File: config.mk
export PLATFORM = sky130hd
export DESIGN_NAME = fp_addsub_seq
export DESIGN_NICKNAME = d
export VERILOG_FILES = /design/src/rtl/fp_pkg.sv /design/src/rtl/fp_align_shifter.sv /design/src/rtl/fp_addsub_seq.sv
export SDC_FILE = /design/constraint.sdc
export NUM_CORES = 1
export LEC_CHECK = 0
export BUFFER_PORTS_ARGS = -buffer_cell sky130_fd_sc_hd__buf_2
export CAP_MARGIN = 20
export CORE_MARGIN = 2
export CORE_UTILIZATION = 60
export DETAILED_ROUTE_END_ITERATION = 7
export PLACE_DENSITY = 0.76
export SLEW_MARGIN = 10
export SYNTH_ARGS = -nofsm -noshare
export SYNTH_HDL_FRONTEND = slang
export SYNTH_SLANG_ARGS = --single-unit
File: constraint.sdc
create_clock -name clk -period 10.6 [get_ports clk]
set_input_delay 1.59 -clock clk [delete_from_list [all_inputs] [get_ports clk]]
set_output_delay 1.59 -clock clk [all_outputs]
set_load 0.01 [all_outputs]
File: src/rtl/fp_pkg.sv
// Shared types and helpers for the sequential floating-point add/subtract unit.
package fp_pkg;

  typedef enum logic [2:0] {
    S_IDLE,
    S_ALIGN,
    S_ADD,
    S_NORM,
    S_ROUND,
    S_DONE
  } state_t;

  typedef enum logic [1:0] {
    CLS_ZERO,
    CLS_NORMAL,
    CLS_INF,
    CLS_NAN
  } fp_class_t;

  localparam int FLAG_INVALID   = 3;
  localparam int FLAG_OVERFLOW  = 2;
  localparam int FLAG_UNDERFLOW = 1;
  localparam int FLAG_INEXACT   = 0;

  localparam int NAN_MAX_W = 128;

  // Quiet NaN {0, all-ones, 1, 0...}; callers cast down to their own width.
  function automatic logic [NAN_MAX_W-1:0] canonical_nan(input int exp_w, input int man_w);
    logic [NAN_MAX_W-1:0] ones;
    ones = (NAN_MAX_W'(1) << (exp_w + 1)) - NAN_MAX_W'(1);
    return ones << (man_w - 1);
  endfunction

  // Subnormals classify as zero so they are flushed.
  function automatic fp_class_t classify(input logic exp_zero, input logic exp_ones,
                                         input logic man_zero);
    if (exp_zero) return CLS_ZERO;
    if (exp_ones) return man_zero ? CLS_INF : CLS_NAN;
    return CLS_NORMAL;
  endfunction

endpackage

File: src/rtl/fp_align_shifter.sv
// Right barrel shifter whose LSB collects the OR of every bit shifted past it.
module fp_align_shifter #(
  parameter int WIDTH = 27,
  parameter int SHW   = 8
) (
  input  logic [WIDTH-1:0] value,
  input  logic [SHW-1:0]   amount,
  output logic [WIDTH-1:0] shifted
);

  logic [WIDTH-1:0] plain;
  logic [WIDTH-1:0] lost_mask;
  logic             sticky;

  always_comb begin
    plain     = value >> amount;
    lost_mask = ~({WIDTH{1'b1}} << amount);
    sticky    = |(value & lost_mask);
    shifted   = {plain[WIDTH-1:1], plain[0] | sticky};
  end

endmodule

File: src/rtl/fp_addsub_seq.sv
// Multi-cycle IEEE-754-style adder/subtractor: align, add, iterative normalise, round.
module fp_addsub_seq
  import fp_pkg::*;
#(
  parameter  int EXP_W = 8,
  parameter  int MAN_W = 23,
  localparam int W     = 1 + EXP_W + MAN_W
) (
  input  logic         clk,
  input  logic         rst_n,
  input  logic         in_valid,
  output logic         in_ready,
  input  logic [W-1:0] in1,
  input  logic [W-1:0] in2,
  input  logic         op,
  output logic         out_valid,
  input  logic         out_ready,
  output logic [W-1:0] out,
  output logic [3:0]   flags
);

  // Working significand: hidden, mantissa, guard, round, sticky.
  localparam int SW = MAN_W + 4;
  localparam logic [W-1:0] QNAN = W'(canonical_nan(EXP_W, MAN_W));
  localparam logic [3:0] F_INVALID = 4'(1) << FLAG_INVALID;
  localparam logic [3:0] F_OVFL    = 4'(1) << FLAG_OVERFLOW;
  localparam logic [3:0] F_UFLOW   = 4'(1) << FLAG_UNDERFLOW;
  localparam logic [3:0] F_INEXACT = 4'(1) << FLAG_INEXACT;
  localparam logic [EXP_W:0] EXP_MAX = {1'b0, {EXP_W{1'b1}}};

  state_t state, next_state;

  logic [W-1:0]   a_r, b_r;
  logic           op_r;
  logic           sign_r, eff_sub_r;
  logic [EXP_W:0] exp_r;
  logic [SW-1:0]  sig_r, sigb_r;
  logic [W-1:0]   out_r;
  logic [3:0]     flags_r;

  logic             s1, s2;
  logic [EXP_W-1:0] e1, e2, e_big, e_small, e_diff;
  logic [MAN_W-1:0] m1, m2, m_big, m_small;
  fp_class_t        cls1, cls2;
  logic             swap, s_big, special;
  logic [W-1:0]     spec_out;
  logic [3:0]       spec_flags;
  logic [SW-1:0]    sigb_aligned;

  always_comb begin
    s1      = a_r[W-1];
    e1      = a_r[W-2:MAN_W];
    m1      = a_r[MAN_W-1:0];
    s2      = b_r[W-1] ^ op_r;
    e2      = b_r[W-2:MAN_W];
    m2      = b_r[MAN_W-1:0];
    cls1    = classify(e1 == '0, &e1, m1 == '0);
    cls2    = classify(e2 == '0, &e2, m2 == '0);
    swap    = {e2, m2} > {e1, m1};
    s_big   = swap ? s2 : s1;
    e_big   = swap ? e2 : e1;
    e_small = swap ? e1 : e2;
    m_big   = swap ? m2 : m1;
    m_small = swap ? m1 : m2;
    e_diff  = e_big - e_small;

    special    = 1'b1;
    spec_out   = '0;
    spec_flags = '0;
    if (cls1 == CLS_NAN || cls2 == CLS_NAN ||
        (cls1 == CLS_INF && cls2 == CLS_INF && s1 != s2)) begin
      spec_out   = QNAN;
      spec_flags = F_INVALID;
    end else if (cls1 == CLS_INF) begin
      spec_out = a_r;
    end else if (cls2 == CLS_INF) begin
      spec_out = {s2, e2, m2};
    end else if (cls1 == CLS_ZERO && cls2 == CLS_ZERO) begin
      spec_out = {s1 & s2, {(W-1){1'b0}}};
    end else if (cls1 == CLS_ZERO) begin
      spec_out = {s2, e2, m2};
    end else if (cls2 == CLS_ZERO) begin
      spec_out = a_r;
    end else begin
      special = 1'b0;
    end
  end

  fp_align_shifter #(.WIDTH(SW), .SHW(EXP_W)) u_align (
    .value   ({1'b1, m_small, 3'b000}),
    .amount  (e_diff),
    .shifted (sigb_aligned)
  );

  logic [SW:0]      sum;
  logic             sum_zero, hidden, norm_uflow;
  logic             guard, round_bit, sticky, round_up, rnd_ovf;
  logic [MAN_W+1:0] mant_rnd;
  logic [MAN_W-1:0] mant_field;
  logic [EXP_W:0]   exp_rnd;

  always_comb begin
    sum        = eff_sub_r ? ({1'b0, sig_r} - {1'b0, sigb_r}) : ({1'b0, sig_r} + {1'b0, sigb_r});
    sum_zero   = (sum == '0);
    hidden     = sig_r[SW-1];
    norm_uflow = !hidden && (exp_r == (EXP_W+1)'(1));
    guard      = sig_r[2];
    round_bit  = sig_r[1];
    sticky     = sig_r[0];
    round_up   = guard & (round_bit | sticky | sig_r[3]);
    mant_rnd   = {1'b0, sig_r[SW-1:3]} + (MAN_W+2)'(round_up);
    // A round-up carry renormalises by one place, which leaves an all-zero mantissa.
    mant_field = mant_rnd[MAN_W+1] ? mant_rnd[MAN_W:1] : mant_rnd[MAN_W-1:0];
    exp_rnd    = exp_r + (EXP_W+1)'(mant_rnd[MAN_W+1]);
    rnd_ovf    = exp_rnd >= EXP_MAX;
  end

  always_ff @(posedge clk or negedge rst_n) begin
    if (!rst_n) state <= S_IDLE;
    else        state <= next_state;
  end

  always_comb begin
    next_state = state;
    case (state)
      S_IDLE:  if (in_valid) next_state = S_ALIGN;
      S_ALIGN: next_state = special ? S_DONE : S_ADD;
      S_ADD:   next_state = sum_zero ? S_DONE : S_NORM;
      S_NORM: begin
        if (hidden)          next_state = S_ROUND;
        else if (norm_uflow) next_state = S_DONE;
      end
      S_ROUND: next_state = S_DONE;
      S_DONE:  if (out_ready) next_state = S_IDLE;
      default: next_state = S_IDLE;
    endcase
  end

  always_comb begin
    in_ready  = (state == S_IDLE);
    out_valid = (state == S_DONE);
    out       = out_r;
    flags     = flags_r;
  end

  always_ff @(posedge clk or negedge rst_n) begin
    if (!rst_n) begin
      a_r       <= '0;
      b_r       <= '0;
      op_r      <= 1'b0;
      sign_r    <= 1'b0;
      eff_sub_r <= 1'b0;
      exp_r     <= '0;
      sig_r     <= '0;
      sigb_r    <= '0;
      out_r     <= '0;
      flags_r   <= '0;
    end else begin
      case (state)
        S_IDLE: if (in_valid) begin
          a_r  <= in1;
          b_r  <= in2;
          op_r <= op;
        end
        S_ALIGN: begin
          if (special) begin
            out_r   <= spec_out;
            flags_r <= spec_flags;
          end else begin
            sign_r    <= s_big;
            eff_sub_r <= s1 ^ s2;
            exp_r     <= {1'b0, e_big};
            sig_r     <= {1'b1, m_big, 3'b000};
            sigb_r    <= sigb_aligned;
          end
        end
        S_ADD: begin
          if (sum_zero) begin
            out_r   <= '0;
            flags_r <= '0;
          end else if (sum[SW]) begin
            sig_r <= {sum[SW:2], sum[1] | sum[0]};
            exp_r <= exp_r + (EXP_W+1)'(1);
          end else begin
            sig_r <= sum[SW-1:0];
          end
        end
        S_NORM: if (!hidden) begin
          if (norm_uflow) begin
            out_r   <= {sign_r, {(W-1){1'b0}}};
            flags_r <= F_UFLOW | F_INEXACT;
          end else begin
            sig_r <= sig_r << 1;
            exp_r <= exp_r - (EXP_W+1)'(1);
          end
        end
        S_ROUND: begin
          if (rnd_ovf) begin
            out_r   <= {sign_r, {EXP_W{1'b1}}, {MAN_W{1'b0}}};
            flags_r <= F_OVFL | F_INEXACT;
          end else begin
            out_r   <= {sign_r, exp_rnd[EXP_W-1:0], mant_field};
            flags_r <= (guard | round_bit | sticky) ? F_INEXACT : 4'b0000;
          end
        end
        default: ;
      endcase
    end
  end

endmodule
---- Word-level counts from Yosys, hierarchy flattened ----
Cells that the tools add are included.
storage, ports and cells
  output and inout bits ................... 38
  bits in registers ....................... 169
  input port bits ......................... 69
  logic and storage cells ................. 153
operators by class
  shifts and indexed selects .............. 2
  bitwise operators ....................... 13
  $lt $le $gt $ge ......................... 2
  equal/unequal tests ..................... 22
  reduce and logical (&&, ||, !) cells .... 27
  mux-type cells .......................... 68
  $add $sub $neg .......................... 7
operator list
  kind                                                count
  two-way mux 32 bit                                  10
  two-way mux 27 bit                                  5
  one-hot mux 32 bit (4 select lines)                 1
  one-hot mux 27 bit (3 select lines)                 1
  two-way mux 23 bit                                  3
  logical NOT 23 bit                                  2
  two-way mux 9 bit                                   5
  greater-than comparator 31 bit                      1
  two-way mux 31 bit                                  1
  adder 27 x 27 -> 28 bit                             1
  logical NOT 28 bit                                  1
  two-way mux 28 bit                                  1
  subtractor 27 x 27 -> 28 bit                        1
  bitwise AND 27 bit                                  1
  NOT 27 bit                                          1
  one-hot mux 9 bit (3 select lines)                  1
  OR reduction 27 bit                                 1
  left shift 27 x 8 -> 27 bit (first input constant)  1
  right shift 27 x 8 -> 27 bit                        1
  adder 24 x 1 -> 25 bit                              1
  two-way mux 3 bit                                   7
  two-way mux 4 bit                                   5
  != test 2 bit (second input constant)               9
  one-hot mux 3 bit (6 select lines)                  1
  34 further kinds                                    79

---- Depth between registers and ports, before layout ----
Gate-level depths: netlist of the first run.
  depth after elaboration ................. 14
  depth in mapped cells ................... 26
  depth with buffers taken out ............ 22

---- Cells and area by module ----
Synthesis of the first run repeated with hierarchy kept, for this count alone.
second synthesis, totals
  cells, all modules ...................... 1826
  area, all modules ....................... 15272.1 um^2
modules (own cells, without submodules)
  module            cells each  area an instance (um^2)  sequential area each (um^2)  times used
  fp_addsub_seq     1545        13259.0                  4229.1                       1
  fp_align_shifter  281         2013.2                   0.0                          1

---- Least setup slack after synthesis of the first run ----
No wires, ideal clock.
  kind .................................... reg-to-reg
  start point ............................. register a_r[26]
  end point ............................... register sigb_r[0]
  slack ................................... 5.114 ns
  stages on the path, launching flop included .. 25
  arrival time ............................ 5.360 ns
  required time ........................... 10.474 ns
  path buffers ............................ 6
  setup time .............................. 0.126 ns
  clock period less this slack ............ 5.486 ns
  cells stage by stage .................... dfrtp_1 -> inv_1 -> ha_1 -> buf_4 -> and3_4 -> and3_1 -> a41oi_2 -> o22ai_4 -> a21o_1 -> buf_4 -> buf_1 -> clkbuf_1 -> clkbuf_1 -> a21oi_1 -> ha_1 -> a221oi_2 -> a21oi_1 -> a211oi_4 -> o221a_2 -> a2bb2oi_2 -> buf_4 -> a221oi_1 -> a2111oi_2 -> o2111ai_1 -> o32a_1
on the way
  cells in the longest elaborated chain, start to end .. 13
  elaborated cells between the ends (all ways) .. 34
  classes of those cells .................. add/sub (1); order compare (1); eq/ne (2); shift (2); mux (14); bitwise (4); reduce/logical (10)
RTL lines
  item                                                                                     RTL line              source
  from (decl)                                                                              fp_addsub_seq.sv:33   logic [W-1:0] a_r, b_r;
  from (signal assigned)                                                                   fp_addsub_seq.sv:161  a_r <= in1;
  parallel branches: the longest is 13 deep, another holds greater-than comparator 31 bit  --
  to (signal assigned)                                                                     fp_addsub_seq.sv:174  sigb_r <= sigb_aligned;
  to (decl)                                                                                fp_addsub_seq.sv:37   logic [SW-1:0] sig_r, sigb_r;
Parallel ways; which one is timed is not known. The select of a mux whose other input is x is not followed.
A chain may end at the register's enable or synchronous reset.

---- Worst setup path after layout of the first run ----
  start point ............................. register a_r[27]
  end point ............................... register sigb_r[0]
The elaborated chain is that of the path after synthesis.

==> results of run 1 <==
[registers in the layout, indices dropped and copies added (netlist names)]
register and count:
sign_r 1, exp_r 9, eff_sub_r 1, state 3, out 32, a_r 32
sig_r 27, op_r 1, sigb_r 27, b_r 32, flags 4
[layout make-up]
cell class              count  share of cell area
multi-input cells        1405               0.608
flip-flops and latches    169               0.266
repair buffers            130              0.0458
clock buffers              20              0.0287
well taps                 324              0.0255
inverters                  76              0.0179
clock inverters            11             0.00857
diodes                      1            0.000157
[per-stage QoR]
| stage | instances | util |
|---|---|---|
| after floorplan | 1758 | - |
| after global placement | 2102 | 0.634 |
| after detailed placement | 2102 | 0.634 |
| after CTS | 2133 | 0.659 |
| after global routing | 2135 | 0.660 |
| final | 2136 | 0.660 |
[cells in the final DEF, fill, tap and decap left out, types with 54 or more instances in the layout]
master	instances
inv_1	75
nor2_1	112
nand2_1	241
dfrtp_1	169
nand3_1	55
a21oi_1	123
mux2_2	62
ha_1	67
buf_2	105
xnor2_1	54
o21ai_0	108
mux2i_1	81
[path summary, 6_finish.rpt]
check | startpoint | to | slack, ps | depth (start not counted)
setup / recovery | a_r[27] | sigb_r[0] | 4790 | 15
hold / removal | out[19] | out[19] | 480 | 1
setup reg to reg | a_r[27] | sigb_r[0] | 4790 | 15
hold reg to reg | out[19] | out[19] | 480 | 1
max in group asynchronous | rst_n | sigb_r[21] | 7530 | 3
min in group asynchronous | rst_n | exp_r[0] | 1070 | 1
[layer usage]
layer	share of wire	vias to the layer above	wire (um)
met3	0.10	134	5000
met1	0.42	6923	20500
met4	0.035	0	1700
met5	0	-	0
met2	0.44	796	21700
li1	-	6547	-
[cells by family (layout without fill, tap and decap cells)]
group | count (synthesis) | after routing | share of synthesized area
AND/OR/NAND/NOR | 573 | 573 | 0.183
AO/OA/AOI/OAI | 504 | 504 | 0.234
buffers and inverters | 184 | 237 | 0.0508
multiplexers | 176 | 176 | 0.132
flip-flops | 169 | 169 | 0.289
XOR/XNOR | 83 | 83 | 0.0510
adder cells (fa/ha/maj) | 69 | 69 | 0.0594
other | 0 | 1 | 0
==> summary.md, run 1 <==
| Metric | Value |
|---|---|
| Status | finished clean |
| Most used cell, CP | mux2i_1 |
| Initial core utilization | 0.606 |
| First-pass GRT wire length | between 70,000 and 80,000 um |
| Slowest stage cell, crit path | ha_1 |
| Peak Freq | between 150 and 200 MHz |
| Post-CTS setup buffers | 0 |
| Port Buffer Count | approximately 110 |
| Worst setup EP type | flop |
| Die extent in x | between 150 and 200 um |
| WHS | about 480 ps |
| Asr flop ratio synth | 1.00 |
| Routed vias | 14,400 |
| CTS tree | yes |
| CTS resizes | 0 |
| Seq/Total Area, Yosys | 0.289 |
| Final period util | 0.549 |
| Vias in the first global route | around 13,000 |
| Mapped Cells | 1,758 |
| Setup TNS | 0 ps |
| Clock latency on the worst-skew pair | 440 ps |
| Die area | between 20,000 and 30,000 sq um |
| Count of cell types in the netlist | about 100 |
| GR met1 Demand/Resource | 0.531 |
| Slew of the pin with the lowest slew margin | 1020 ps |
| Filler cells | roughly 2,100 |
| Initial antenna violation count | 1 |
| Area leader, netlist | dfrtp_1 |
| Dpl hpwl | ~37,000 um |
| Crit path arrival time | approximately 6100 ps |
| Drt pass-1 iters | 7 |
| Cell Area, Synth | around 15,000 sq um |
| HP Class | flop to flop |
| Final wirelength | 48,900 um |
| Setup WS post-layout | approximately 4800 ps |
| Hold Vio Cnt, Final | 0 |
| Crit path cell chain | inv_1 -> ha_1 -> nand4_1 -> nor4_2 -> nand2_1 -> a21oi_4 -> buf_4 -> mux2i_1 -> mux2i_1 -> mux4_2 -> nand3_1 -> o211ai_1 -> a21oi_1 -> o2111ai_1 -> o32a_1 |
| Pre-CTS WS | 4980 ps |
| Synth top cells by count | 241 x nand2_1, 169 x dfrtp_1, 124 x a21oi_1 |
| Top cells by area, synth | dfrtp_1 29%, nand2_1 6.2%, ha_1 5.7% |
| CTS Hold Bufs | 0 |
| RSZ-0062 raised after global routing | no |
| Gp weighted congestion | roughly 1 |
| GR peak layer | met2 |
| Max stage delay on crit path | slightly below 700 ps |
| Layout area overhead | 8.92% |
| Boundary Pins | approximately 110 |
| Final nets | 1,936 |
| Kind of critical path | flop to flop |
| Ys flop type | dfrtp_1 |
| Most frequent cell after synthesis | nand2_1 |
| Multi-input logic area | between 9000 and 10,000 sq um |
| Starting DRT DRC Count | between 1,500 and 2,000 |
| Final Max Tran Viols | 0 |
| Post-synth top area share | 0.289 |
| Largest net degree at the start of global routing | slightly above 70 |
| DRC viols | 0 |
| CTS Buf Count | 17 |
| Setup violators final | 0 |
| Reg area | 4230 sq um |
| Max Cap Viol | 0 |
| Yosys reg bits | about 170 |
| Crit-path leading delay family | multiplexers |
| Warnings, synthesis | 0 |
| WL/cell | 22.9 um |
| Mean Syn Cell Area | 8.31 sq um |
| Gr ovfl total | 0 |
| Placed inst area | about 15,000 sq um |
| Htree depth | 4 |
| Reg clk slew, reported paths | around 70 ps |
| Antenna viol nets, final | 0 |
| Clock Skew | approximately 17 ps |
| GRT Util Overall | 0.379 |
| WP data required | 10,920 ps |
| Setup crit start kind | flop |
| Post-route design area | roughly 16,000 sq um |
| Die height | around 160 um |
| Relative slew margins | 0.322 |
| Rows | 57 |
| M3 GR Usage | 0.0839 |
| Bufs on Longest Clock Path | 2 |
| CP bufs+invs | 2 |
| Met2 Use GR | 0.589 |
| Vias per cell | 6.74 |
| EDFF count, synth | 0 |
| Syn_nets | approximately 1,900 |
| CP Max Fanout | 50 |
| Clock sinks | around 170 |
| Core area | between 20,000 and 25,000 sq um |
| Root buf cell | clkbuf_16 |
| Crit path time final | between 5000 and 6000 ps |
| Layout cells sized above 1 | 0.146 |
Power of run 1 is left out: the tool's default activity adds up to more than one toggle a clock period on the data nets, which glitch-free logic cannot reach.
==> run 2, diff against run 1 <==
Settings changed: CORE_UTILIZATION 60 to 56, PLACE_DENSITY 0.76 to 0.75.
Clock period 10.6 ns to 5.3 ns, I/O delays scaled along.
==> run 2 against run 1 <==
Net effect: core utilization shrank 1.6 points; count of clock-buffer cells in the layout down 3; non-clock buffer count rose by 81; flip-flop and latch count unchanged; sequential share of layout area fell by 1.2 points; design area is 4.6% higher; first-iteration DRC count shrank 7.5%; die area increased by 7.0%; critical endpoint is now out[26].
==> summary.md, run 2 (synthesis results as in run 1) <==
| Metric | Value |
|---|---|
| Kind of critical path | flop to flop |
| Peak Freq | 198 MHz (+15%) |
| Final wirelength | 51,100 um (+4.5%) |
| Crit path cell chain | inv_1 -> ha_1 -> mux2_2 -> fa_1 -> nor2b_1 -> o21a_1 -> o21ai_1 -> a21o_1 -> a21oi_1 -> o21ai_1 -> o211ai_1 -> a31oi_1 -> a311oi_2 -> nand3_1 -> nor4b_4 -> buf_4 -> o21a_1 -> buf_4 -> mux2_1 |
| Placed inst area | 16,000 sq um (+4.3%) |
| Gp weighted congestion | 1.02 (+0.13%) |
| Crit path arrival time | 5380 ps (-760 ps) |
| WL/cell | 22.9 um (+0.18%) |
| Final non-filler cell total | 2,228 (+4.3%) |
| Crit-path leading delay family | compound AO/OA/AOI/OAI gates |
| Clock latency on the worst-skew pair | 450 ps (about the same) |
| Die area | 27,400 sq um (+7.0%) |
| Commonest cells after routing, fill and taps aside | 241 x nand2_1, 169 x dfrtp_1, 122 x a21oi_1, 111 x nor2_1, 108 x o21ai_0 |
| Reg2Reg Depth | 19 (+4) |
| Port Buffer Count | 106 (unchanged) |
| Max Cap Viol | 0 (unchanged) |
| Drt pass-1 iters | 7 (unchanged) |
| Clock sinks | 169 (unchanged) |
| Slowest stage cell, crit path | dfrtp_1 |
| DRC viols | 0 (unchanged) |
| RSZ-0062 raised after global routing | no |
| Vias per cell | 6.64 (-1.5%) |
| GRT Util Overall | 0.377 (-0.00195) |
| Post-Place Cells | 2,193 (+4.3%) |
| Worst setup EP type | flop |
| Clock Skew | 20.3 ps (+3.28 ps) |
| Layout cells sized above 1 | 0.189 (+0.0423) |
| Die extent in x | 166 um (+3.4%) |
| Routed vias | 14,800 (+2.8%) |
| Vias in the first global route | 13,700 (+3.2%) |
| Final Max Tran Viols | 0 (unchanged) |
| Root buf cell | clkbuf_16 |
| Initial antenna violation count | 1 (unchanged) |
| Dpl hpwl | 39,000 um (+5.5%) |
| Setup crit start kind | flop |
| Worst R2R End | out[26] |
| CTS Buf Count | 17 (unchanged) |
| WP data required | 5630 ps (-5290 ps) |
| Setup violators final | 0 (unchanged) |
| WHS | 350 ps (-129 ps) |
| Final nets | 2,017 (+4.2%) |
| Rows | 59 (+3.5%) |
| Htree depth | 4 (unchanged) |
| Starting DRT DRC Count | 1,788 (-7.5%) |
| Worst reg2reg setup slack | 250 ps (-4540 ps) |
| Reg clk slew, reported paths | 90 ps (+20 ps) |
| ANT cells | 0 (-1) |
| Layout area overhead | 14.0% |
| CP Max Fanout | 12 (-76%) |
| Boundary Pins | 107 (unchanged) |
| First-pass GRT wire length | 78,700 um (+3.3%) |
| Post-route design area | 16,600 sq um (+4.6%) |
| Antenna viol nets, final | 0 (unchanged) |
| Crit path time final | 5050 ps (-764 ps) |
| Core area | 25,800 sq um (+7.2%) |
| Max stage delay on crit path | 480 ps (-210 ps) |
| Commonest non-fill, non-tap cell in the layout | nand2_1 |
| Gr ovfl total | 0 (unchanged) |
| Final period util | 0.953 (+0.404) |
| CP bufs+invs | 3 (+1) |
| Bufs on Longest Clock Path | 2 (unchanged) |
| Status | finished clean |
| Setup TNS | 0 ps (unchanged) |
| Largest net degree at the start of global routing | 82 (+15%) |
| Die height | 166 um (+3.4%) |
| Critical R2R Launch | sigb_r[0] |
| Slew of the pin with the lowest slew margin | 1020 ps (+5.22 ps) |
| Hold Vio Cnt, Final | 0 (unchanged) |
| CTS tree | yes |
| Relative slew margins | 0.319 (-0.00348) |
| HP Class | primary input to async pin |
| Initial core utilization | 0.565 (-0.0406) |
run 2: worst max path at each step:
| stage | startpoint | endpoint | cells past startpoint |
|---|---|---|---|
| 2_1_floorplan | a_r[26] | sigb_r[0] | 24 |
| 3_3_place_gp | sigb_r[3] | out[31] | 22 |
| 3_5_place_dp | sigb_r[3] | out[26] | 22 |
| 4_1_cts | sigb_r[3] | out[26] | 22 |
| 5_1_grt | sigb_r[3] | out[25] | 19 |
| 6_report | sigb_r[0] | out[26] | 19 |
run 2: layout make-up:
class | instances | area [sq um]
Inverter | 76 | 285
Sequential cell | 169 | 4230
Multi-Input combinational cell | 1405 | 9730
Fill cell | 2238 | 9190
Timing Repair Buffer | 211 | 1380
Tap cell | 335 | 419
Clock buffer | 17 | 425
Clock inverter | 15 | 183
run 2: stage by stage:
step | util | setup WS [ps]
after CTS | 0.641 | 155
after detailed placement | 0.617 | 161
after global routing | 0.644 | 7.94
after floorplan | - | 117
final | 0.644 | 249
after global placement | 0.617 | 220
run 2: layer usage:
metal  vias up  GRT usage  share of wire  wire [um]
met5         -          0              0          0
met3       124     0.0707          0.098       5020
met1      7126      0.525           0.42      21300
met4         0      0.125          0.035       1770
li1       6717          -              -          -
met2       834      0.591           0.45      23000
run 2: repair_timing:
action	in CTS	in global routing
gates resized for setup	0	13
buffers inserted	0	2
setup endpoints to repair	0	58
hold buffers	0	0
Power of run 2 is left out for the same reason.
==> run 3, diff against run 2 <==
Settings changed: ABC_AREA from default to 1, GPL_TIMING_DRIVEN from default to 0, SETUP_SLACK_MARGIN from default to 0.2.
==> run 3 against run 2 <==
Net effect: the flow now finishes with violations (setup timing); die area rose by 0.82%; fmax is 6.9% lower; first-iteration DRC count rose by 44%; worst hold slack got worse by 83 ps; final cell count up 23%.
==> summary.md, run 3 <==
| Metric | Value |
|---|---|
| Status | finished with violations |
| Failing checks | setup timing |
| Multi-input logic area | 9520 sq um (-2.2%) |
| Commonest non-fill, non-tap cell in the layout | nand2_1 |
| RSZ-0062 raised after global routing | yes |
| CTS tree | yes |
| Gp weighted congestion | 1.06 (+4.3%) |
| Kind of critical path | flop to flop |
| Rows | 59 (unchanged) |
| Reg clk slew, reported paths | 80 ps (about the same) |
| Bufs on Longest Clock Path | 2 (unchanged) |
| Initial core utilization | 0.569 (+0.00312) |
| Count of cell types in the netlist | 57 (-42%) |
| Post-Synth Adder-Cell Area | 0.0583 (-0.00117) |
| Max Cap Viol | 0 (unchanged) |
| Seq/Total Area, Yosys | 0.287 (-0.00241) |
| EDFF count, synth | 0 (unchanged) |
| Area leader, netlist | dfrtp_1 |
| Port Buffer Count | 106 (unchanged) |
| Synth Area in Compound Gates | 0.177 (-0.0565) |
| Top cells by area, synth | dfrtp_1 29%, nand2_1 14%, inv_1 6.3% |
| WL/cell | 21.1 um (-8.0%) |
| Slew of the pin with the lowest slew margin | 1060 ps (+39.6 ps) |
| Die extent in x | 166 um (+0.41%) |
| Syn_nets | 2,363 (+25%) |
| Final wirelength | 57,800 um (+13%) |
| Pre-CTS WS | -887 ps (-1050 ps) |
| Most used cell, CP | nand2_2 |
| Worst setup EP type | flop |
| Main combinational cell family by area after synthesis | simple AND/OR/NAND/NOR gates |
| Reg area | 4230 sq um (about the same) |
| Layout cells sized above 1 | 0.138 (-0.0507) |
| Final Max Tran Viols | 0 (unchanged) |
| Core area | 25,900 sq um (+0.29%) |
| CP Max Fanout | 5 (-7) |
| Final period util | 1.02 (+0.0710) |
| Post-synth top area share | 0.287 (-0.00241) |
| DRC viols | 0 (unchanged) |
| Clock sinks | 169 (unchanged) |
| Crit path time final | 5430 ps (+376 ps) |
| First-pass GRT wire length | 87,800 um (+12%) |
| Cell Area, Synth | 14,700 sq um (+0.84%) |
| Setup violators final | 65 (+65) |
| Yosys reg bits | 169 (unchanged) |
| Synth top cells by count | 551 x nand2_1, 246 x inv_1, 186 x nor2_1 |
| Mux cell area share after synthesis | 0.00917 (-0.123) |
| Setup WS post-layout | -127 ps (-376 ps) |
| HP Class | primary input to async pin |
| Mean Syn Cell Area | 6.62 sq um (-20%) |
| Warnings, synthesis | 0 (unchanged) |
| Asr flop ratio synth | 1.00 (unchanged) |
| Vias in the first global route | 15,700 (+15%) |
| Drt pass-1 iters | 8 (+1) |
| Crit path arrival time | 5760 ps (+380 ps) |
| Antenna viol nets, final | 0 (unchanged) |
| Starting DRT DRC Count | 2,572 (+44%) |
| Mapped Cells | 2,226 (+27%) |
| Htree depth | 4 (unchanged) |
| Most frequent cell after synthesis | nand2_1 |
| Max stage delay on crit path | 400 ps (-80 ps) |
| Vias per cell | 6.31 (-5.0%) |
| Setup crit start kind | flop |
| Root buf cell | clkbuf_16 |
| Largest net degree at the start of global routing | 104 (+27%) |
| Die height | 166 um (+0.41%) |
| Final nets | 2,532 (+26%) |
| Relative slew margins | 0.287 (-0.0318) |
| Filler cells | 2,374 (+6.1%) |
| Setup TNS | -6080 ps (-6080 ps) |
| Synth Area in Simple Gates | 0.329 (+0.145) |
| Slowest stage cell, crit path | dfrtp_1 |
| Commonest cells after routing, fill and taps aside | 514 x nand2_1, 242 x inv_1, 181 x nor2_1, 169 x nand3_1, 168 x dfrtp_1 |
| Clock Skew | 24.2 ps (+3.92 ps) |
| Routed vias | 17,300 (+17%) |
| Clock latency on the worst-skew pair | 460 ps (about the same) |
| Placed inst area | 15,700 sq um (-1.5%) |
| CTS Buf Count | 17 (unchanged) |
| WP data required | 5630 ps (about the same) |
| Ys flop type | dfrtp_1 |
| GRT Util Overall | 0.404 (+0.0270) |
| Initial antenna violation count | 1 (unchanged) |
| Layout area overhead | 16.5% |
| Gr ovfl total | 0 (unchanged) |
| Hold Vio Cnt, Final | 0 (unchanged) |
| Peak Freq | 184 MHz (-6.9%) |
| Dpl hpwl | 44,200 um (+13%) |
| Post-route design area | 17,200 sq um (+3.1%) |
| Boundary Pins | 107 (unchanged) |
| Die area | 27,600 sq um (+0.82%) |
| Synth Area in XOR/XNOR | 0.0444 (-0.00662) |
-- run 3: final timing paths --
path	from	to	slack (ps)	cells after the start
hold reg to reg	out[23]	out[23]	470	2
max in group asynchronous	rst_n	b_r[8]	4070	2
setup / recovery	sigb_r[1]	out[20]	-130	31
hold / removal	rst_n	out[27]	270	1
setup reg to reg	sigb_r[1]	out[20]	-130	31
min in group clk	out[23]	out[23]	470	2
-- run 3: stage by stage --
step            util  std cells  hold WS (ps)
6_report       0.662       2743           267
3_5_place_dp   0.607       2668           453
5_1_grt        0.662       2742           314
3_3_place_gp   0.605       2667           450
2_1_floorplan      -       2226           472
4_1_cts        0.644       2726           293
-- run 3: critical path, delay by kind of cell, from the launching register on --
family                   cells  cell delay, ps
AND/OR/NAND/NOR             21            3130
AO/OA/AOI/OAI                4             750
adder cells (fa/ha/maj)      1             270
flip-flops                   1             400
XOR/XNOR                     2             380
buffers and inverters        3             400
-- run 3: final cells by class --
type	count	area share
well taps	335	0.0244
inverters	250	0.0547
diodes	1	0.000146
repair buffers	148	0.0530
clock inverters	14	0.00904
clock buffers	17	0.0248
multi-input cells	1700	0.555
plain buffers	109	0.0327
flip-flops and latches	169	0.247
-- run 3: cells by family (layout without fill, tap and decap cells) --
logic type / after synthesis / in the layout
and+or+nand+nor: 1101 / 1103
AOI/OAI and AO/OA: 444 / 444
buffers and inverters: 359 / 538
DFF: 169 / 169
xor gates and xnor gates: 73 / 73
adders and majority gates: 68 / 68
muxes: 12 / 12
other: 0 / 1
-- run 3: metal layers --
| layer | GRT usage | wire (um) | vias up |
|---|---|---|---|
| met5 | 0 | 0 | - |
| met4 | 0.167 | 2820 | 0 |
| met3 | 0.0710 | 6660 | 192 |
| met2 | 0.618 | 25000 | 1176 |
| met1 | 0.567 | 23400 | 8035 |
| li1 | - | - | 7913 |
-- run 3: timing repair --
item | CTS | global route
resized for setup | 48 | 109
setup endpoints to repair | 74 | 74
buffers inserted | 22 | 15
pin swaps | 8 | 36
cloned | 5 | 1
hold buffers | 0 | 0
Power of run 3 is left out for the same reason.
